`config.mk`:
```
export PLATFORM = sky130hd
export DESIGN_NAME = ram_arbiter
export DESIGN_NICKNAME = d
export VERILOG_FILES = /design/src/rtl/common_types_pkg.sv /design/src/rtl/ibuf_entry.sv /design/src/rtl/ram_arbiter.sv
export SDC_FILE = /design/constraint.sdc
export NUM_CORES = 1
export LEC_CHECK = 0
export ABC_AREA = 1
export CAP_MARGIN = 20
export CORE_MARGIN = 5
export CORE_UTILIZATION = 48
export DETAILED_ROUTE_END_ITERATION = 10
export MAX_ROUTING_LAYER = met4
export PLACE_DENSITY_LB_ADDON = 0.1
export RECOVER_POWER = 50
export SLEW_MARGIN = 20
export SYNTH_ARGS = -nofsm -noshare
export SYNTH_HDL_FRONTEND = slang
export SYNTH_SLANG_ARGS = --single-unit
```
`constraint.sdc`:
```
create_clock -name clk -period 2.8 [get_ports clk]
set_clock_uncertainty 0.15 [all_clocks]
set_input_delay 0.56 -clock clk [delete_from_list [all_inputs] [get_ports clk]]
set_output_delay 0.56 -clock clk [all_outputs]
set_load 0.01 [all_outputs]
```
`src/rtl/common_types_pkg.sv`:
```
// Shared types for the core memory path: word types, arbiter state and port ids.
package common_types_pkg;

  localparam int unsigned XLEN    = 32;
  localparam int unsigned WSTRB_W = XLEN / 8;
  localparam int unsigned WADDR_W = XLEN - 2;

  typedef logic [XLEN-1:0]    word_t;
  typedef logic [WSTRB_W-1:0] wstrb_t;
  typedef logic [WADDR_W-1:0] waddr_t;

  typedef enum logic [1:0] {
    IDLE = 2'd0,
    IACC = 2'd1,
    DACC = 2'd2
  } arb_state_t;

  typedef enum logic {
    IPORT = 1'b0,
    DPORT = 1'b1
  } arb_port_t;

  // One RAM command as driven onto the ram_* pins.
  typedef struct packed {
    wstrb_t wen;
    word_t  addr;
    word_t  wdata;
  } ram_cmd_t;

  // Byte address rounded down to its containing word.
  function automatic word_t word_base(input word_t a);
    return {a[XLEN-1:2], 2'b00};
  endfunction

  // Word index of a byte address.
  function automatic waddr_t word_index(input word_t a);
    return a[XLEN-1:2];
  endfunction

endpackage

```
`src/rtl/ibuf_entry.sv`:
```
// One-entry instruction buffer: remembers the last fetched word so stalled
// repeat fetches are served without a RAM access. Tied off when EN=0.
module ibuf_entry
  import common_types_pkg::*;
#(
  parameter bit EN = 1'b1
) (
  input  logic   clk,
  input  logic   rst,
  input  logic   fill,
  input  waddr_t fill_addr,
  input  word_t  fill_data,
  input  logic   inval,
  input  waddr_t inval_addr,
  input  waddr_t lookup_addr,
  output logic   hit,
  output word_t  data
);

  if (EN) begin : g_entry
    logic   valid_q, valid_d;
    waddr_t addr_q,  addr_d;
    word_t  data_q,  data_d;

    // Fill on fetch completion; a store to the held word clears it and wins.
    always_comb begin
      valid_d = valid_q;
      addr_d  = addr_q;
      data_d  = data_q;
      if (fill) begin
        valid_d = 1'b1;
        addr_d  = fill_addr;
        data_d  = fill_data;
      end
      if (inval && (inval_addr == addr_d)) begin
        valid_d = 1'b0;
      end
    end

    // Entry registers.
    always_ff @(posedge clk) begin
      if (rst) begin
        valid_q <= 1'b0;
        addr_q  <= '0;
        data_q  <= '0;
      end else begin
        valid_q <= valid_d;
        addr_q  <= addr_d;
        data_q  <= data_d;
      end
    end

    assign hit  = valid_q && (lookup_addr == addr_q);
    assign data = data_q;
  end else begin : g_none
    assign hit  = 1'b0;
    assign data = '0;
  end

endmodule

```
`src/rtl/ram_arbiter.sv`:
```
// Merges the core's instruction and data ports onto one single-ported RAM
// with a req/ready handshake; round-robin when both ports want the RAM.
module ram_arbiter
  import common_types_pkg::*;
#(
  parameter bit IBUF_EN = 1'b1
) (
  input  logic         clk,
  input  logic         rst,
  input  logic         iren,
  input  logic [31:0]  iaddr,
  output logic [31:0]  iload,
  output logic         iwait,
  input  logic         dren,
  input  logic [3:0]   dwen,
  input  logic [31:0]  daddr,
  input  logic [31:0]  dstore,
  output logic [31:0]  dload,
  output logic         dwait,
  output logic         ram_req,
  output logic [3:0]   ram_wen,
  output logic [31:0]  ram_addr,
  output logic [31:0]  ram_wdata,
  input  logic [31:0]  ram_rdata,
  input  logic         ram_ready
);

  arb_state_t state_q,      state_d;
  arb_port_t  last_grant_q, last_grant_d;
  word_t      fetch_addr_q, fetch_addr_d;
  logic       ram_req_q,    ram_req_d;
  ram_cmd_t   cmd_q,        cmd_d;

  logic  dreq, ireq, i_done, d_done, i_match, take_i, take_d;
  logic  ibuf_hit;
  word_t ibuf_data;

  assign dreq    = dren | (|dwen);
  assign ireq    = iren & ~ibuf_hit;
  assign i_done  = (state_q == IACC) & ram_ready;
  assign d_done  = (state_q == DACC) & ram_ready;
  assign i_match = i_done & iren & (iaddr == fetch_addr_q);

  // Both requesting: serve the port that did not go last.
  assign take_i  = ireq & (~dreq | (last_grant_q == DPORT));
  assign take_d  = dreq & ~take_i;

  ibuf_entry #(
    .EN (IBUF_EN)
  ) u_ibuf (
    .clk         (clk),
    .rst         (rst),
    .fill        (i_done),
    .fill_addr   (word_index(fetch_addr_q)),
    .fill_data   (ram_rdata),
    .inval       (d_done & (|cmd_q.wen)),
    .inval_addr  (word_index(cmd_q.addr)),
    .lookup_addr (word_index(iaddr)),
    .hit         (ibuf_hit),
    .data        (ibuf_data)
  );

  // Stall and return-data paths back to the core (same-cycle).
  always_comb begin
    iwait = iren & ~(ibuf_hit | i_match);
    iload = '0;
    if (iren && ibuf_hit) begin
      iload = ibuf_data;
    end else if (i_match) begin
      iload = ram_rdata;
    end
    dwait = dreq & ~d_done;
    dload = '0;
    if (d_done && (cmd_q.wen == '0)) begin
      dload = ram_rdata;
    end
  end

  // Arbitration and RAM command next-state.
  always_comb begin
    state_d      = state_q;
    last_grant_d = last_grant_q;
    fetch_addr_d = fetch_addr_q;
    ram_req_d    = ram_req_q;
    cmd_d        = cmd_q;
    case (state_q)
      IDLE: begin
        if (take_i) begin
          state_d      = IACC;
          last_grant_d = IPORT;
          fetch_addr_d = iaddr;
          ram_req_d    = 1'b1;
          cmd_d.addr   = word_base(iaddr);
          cmd_d.wen    = '0;
          cmd_d.wdata  = '0;
        end else if (take_d) begin
          state_d      = DACC;
          last_grant_d = DPORT;
          ram_req_d    = 1'b1;
          cmd_d.addr   = word_base(daddr);
          cmd_d.wen    = dwen;
          cmd_d.wdata  = (|dwen) ? dstore : '0;
        end
      end
      IACC, DACC: begin
        if (ram_ready) begin
          state_d   = IDLE;
          ram_req_d = 1'b0;
        end
      end
      default: begin
        state_d   = IDLE;
        ram_req_d = 1'b0;
      end
    endcase
  end

  // State and RAM command registers; reset abandons any open transaction.
  always_ff @(posedge clk) begin
    if (rst) begin
      state_q      <= IDLE;
      last_grant_q <= DPORT;
      fetch_addr_q <= '0;
      ram_req_q    <= 1'b0;
      cmd_q        <= '0;
    end else begin
      state_q      <= state_d;
      last_grant_q <= last_grant_d;
      fetch_addr_q <= fetch_addr_d;
      ram_req_q    <= ram_req_d;
      cmd_q        <= cmd_d;
    end
  end

  assign ram_req   = ram_req_q;
  assign ram_wen   = cmd_q.wen;
  assign ram_addr  = cmd_q.addr;
  assign ram_wdata = cmd_q.wdata;

  // The core must hold its data command while it is being stalled.
  a_dcmd_stable: assert property (@(posedge clk) disable iff (rst)
    dwait |=> ($stable(daddr) && $stable(dwen) && $stable(dstore)));

endmodule

```
==> reports/summary.txt <==
largest net degree at the start of global routing = 97
vias per cell = 5.26
failing checks = setup timing
EDFF count, synth = 0
total CTS buffers = 17
Synth-to-Final Area Change = 55.2%
worst slew pin tran = 976 ps
synth top area cells = dfxtp_1, nand2_1, nor2_1, inv_1, nand4_1
drt drc = 0
die area = 0.0218 mm2
period utilization = 1.10
Leakage Power = 6.84 nW
YS warnings = 0
# IOs = 272
ys async rst share = 0
CTS Buffer Depth = 2
CP Class = reg -> out
Mapped Area = 0.00911 mm2
Fill cells = 1513
initial antenna violation count = 2
Final Hold Fails = 0
DP Wirelength = 24400 um
root buffer cell = clkbuf_16
worst-path maximum fanout = 8
CORE AREA = 0.0187 mm2
Worst slew margin = 0.350
Detailed Routing Iterations Pass 1 = 7
final max-slew violation count = 0
flops & latches, synth = 165
final setup fails = 33
Synth Instances = 1435
Peak VDD IR = 0.000512 V
mean post-synth cell area = 6.35 um2
cell taking the most area after synthesis = dfxtp_1
port buffer count = 267
row cnt = 50
GRT overflow = 0
status = complete, but fails checks
vias in the first global route = 10800
worst hold slack = 313 ps
fin crit period = 3080 ps
H-tree Lvls = 4
WP data required = 2090 ps
crit start category = flip-flop
pwr dens = 694 mW/mm2
routed len/inst = 17.7 um
Initial Util = 0.487
DIE WIDTH = 148 um
DR vias = 10900
register area = 0.00332 mm2
Die Y = 148 um
first-pass GRT wire length = 55400 um
GRT Overall Usage = 0.327
placer congestion estimate = 1.03
ANT nets after route = 0
layout cells sized above 1 = 0.225
sequential-to-total area share from yosys stat = 0.362
Design Power = 9.82 mW
Worst setup EP type = primary output
Fin Setup TNS = -5730 ps
First DRT Iteration DRCs = 969
clock sinks = 165
CTS tree = yes
Worst-Skew Late Latency = 440 ps
Final nets = 1961
# Max-Cap Violations = 0
Most used DFF post-synth = dfxtp_1
clock-pin slew on the worst setup and hold paths = 70 ps
Hold Crit Class = reg -> reg
Total Wirelength = 36700 um
RSZ-0062 raised after global routing = true
synth unique cells = 37
Worst Path Arrival = 2370 ps
area of the multi-input gates = 0.00484 mm2
Synth top area share = 0.362
worst setup slack after layout = -282 ps
Fmax achieved = 324 MHz
[power by group]
| part | leakage [nW] | switching (mW) | internal, mW |
|---|---|---|---|
| combinational | 5.20 | 2.33 | 2.01 |
| sequential | 1.36 | 0.371 | 2.82 |
| clock | 0.275 | 1.06 | 1.23 |
[final cells by class]
class,instances,share of cell area
Sequential cell,165,0.234
Timing Repair Buffer,449,0.304
Inverter,222,0.0591
Clock buffer,17,0.0301
Tap cell,234,0.0207
Clock inverter,15,0.00920
Antenna cell,2,0.000354
Multi-Input combinational cell,966,0.342
[synth_stat cells, types with 3 or more instances]
| library cell | count |
|---|---|
| o2111ai_1 | 4 |
| nand2_1 | 340 |
| buf_1 | 4 |
| nand3_1 | 74 |
| nor2_1 | 203 |
| a21oi_1 | 83 |
| a21oi_2 | 19 |
| nand2_4 | 3 |
| clkbuf_1 | 47 |
| nor3_1 | 3 |
| nand4_1 | 74 |
| xnor2_1 | 8 |
| inv_1 | 189 |
| o22ai_1 | 18 |
| nor4_1 | 3 |
| clkinv_1 | 7 |
| ha_1 | 3 |
| buf_4 | 4 |
| xor2_1 | 23 |
| nand2_2 | 22 |
| inv_2 | 26 |
| buf_2 | 24 |
| dfxtp_1 | 165 |
| o21ai_0 | 72 |
[final timing paths]
check	end	startpoint	cells past startpoint	slack, ps
max	iload[21]	state_q[1]	14	-280
min	ram_wdata[6]	ram_wdata[6]	2	310
max reg2reg	ram_wdata[29]	state_q[1]	16	140
min reg2reg	ram_wdata[6]	ram_wdata[6]	2	310
[layout by cell type (no fill, tap or decap), drive strengths merged]
cell type | synthesis | layout
o22ai | 18 | 18
dlygate4sd2 | 0 | 37
and2 | 1 | 1
or2 | 2 | 2
nor4 | 4 | 4
nor2 | 204 | 204
bufinv | 0 | 1
nand4 | 75 | 75
dlymetal6s2s | 0 | 1
clkbuf | 47 | 26
a21oi | 102 | 102
xnor2 | 8 | 8
buf | 36 | 219
conb | 1 | 2
inv | 215 | 219
dfxtp | 165 | 165
a21boi | 1 | 1
clkinv | 7 | 15
o2111ai | 4 | 4
nand3 | 75 | 75
nand3b | 2 | 2
nand2 | 365 | 365
bufbuf | 0 | 1
o211ai | 1 | 1
xor2 | 23 | 23
clkdlybuf4s50 | 0 | 168
clkdlybuf4s15 | 0 | 14
ha | 3 | 3
diode | 0 | 2
clkinvlp | 0 | 2
o21ai | 73 | 73
nor3 | 3 | 3
[kinds of logic (layout without fill, tap and decap cells)]
logic type | after synthesis | in the layout | share of synthesized area
xor gates and xnor gates | 31 | 31 | 0.0298
buffers and inverters | 305 | 703 | 0.135
other | 1 | 4 | 0.000411
AOI/OAI and AO/OA | 199 | 199 | 0.122
DFF | 165 | 165 | 0.362
and+or+nand+nor | 731 | 731 | 0.347
adders and majority gates | 3 | 3 | 0.00412
[routing by layer]
metal,track usage,up-vias,share of wire
met5,-,-,0
met4,0.161,0,0.049
met3,0.0776,114,0.089
met2,0.547,533,0.49
met1,0.368,4951,0.37
li1,-,5284,-
[critical path, stage by stage (launching register included)]
cell and delay (ps):
dfxtp_2 320, inv_2 70, ha_4 130, nand2_4 60, inv_4 60, o211ai_1 80, nor4_2 310, nand3_2 130
nor2_4 130, buf_6 130, buf_12 130, buf_6 110, nand3_2 70, nand2_2 100, buf_6 110
[flip-flops by register name, indices dropped and copies added, names as in the netlist]
register / cells
ram_wdata: 32
ram_req: 1
fetch_addr_q: 32
ram_addr: 30
state_q: 2
last_grant_q: 1
ram_wen: 4
u_ibuf.g_entry.valid_q: 1
u_ibuf.data: 32
u_ibuf.g_entry.addr_q: 30
[per-stage QoR]
step                      instances  setup slack (ps)  cell area, um2   util
after floorplan                1436               422            9120      -
after global placement         1998              -982           12900  0.692
after detailed placement       1998              -974           12900  0.692
after CTS                      2060              -217           13900  0.742
after global routing           2070              -396           14100  0.756
final                          2070              -282           14100  0.756
[repair_timing]
item,CTS,global route
pin swaps,38,25
endpoints found under the setup margin,65,141
buffers inserted,23,7
endpoints found under the hold margin,0,0
cloned,7,6
hold buffers,0,0
resized for setup,318,51
Note: power is estimated with default switching activity, not from simulation.
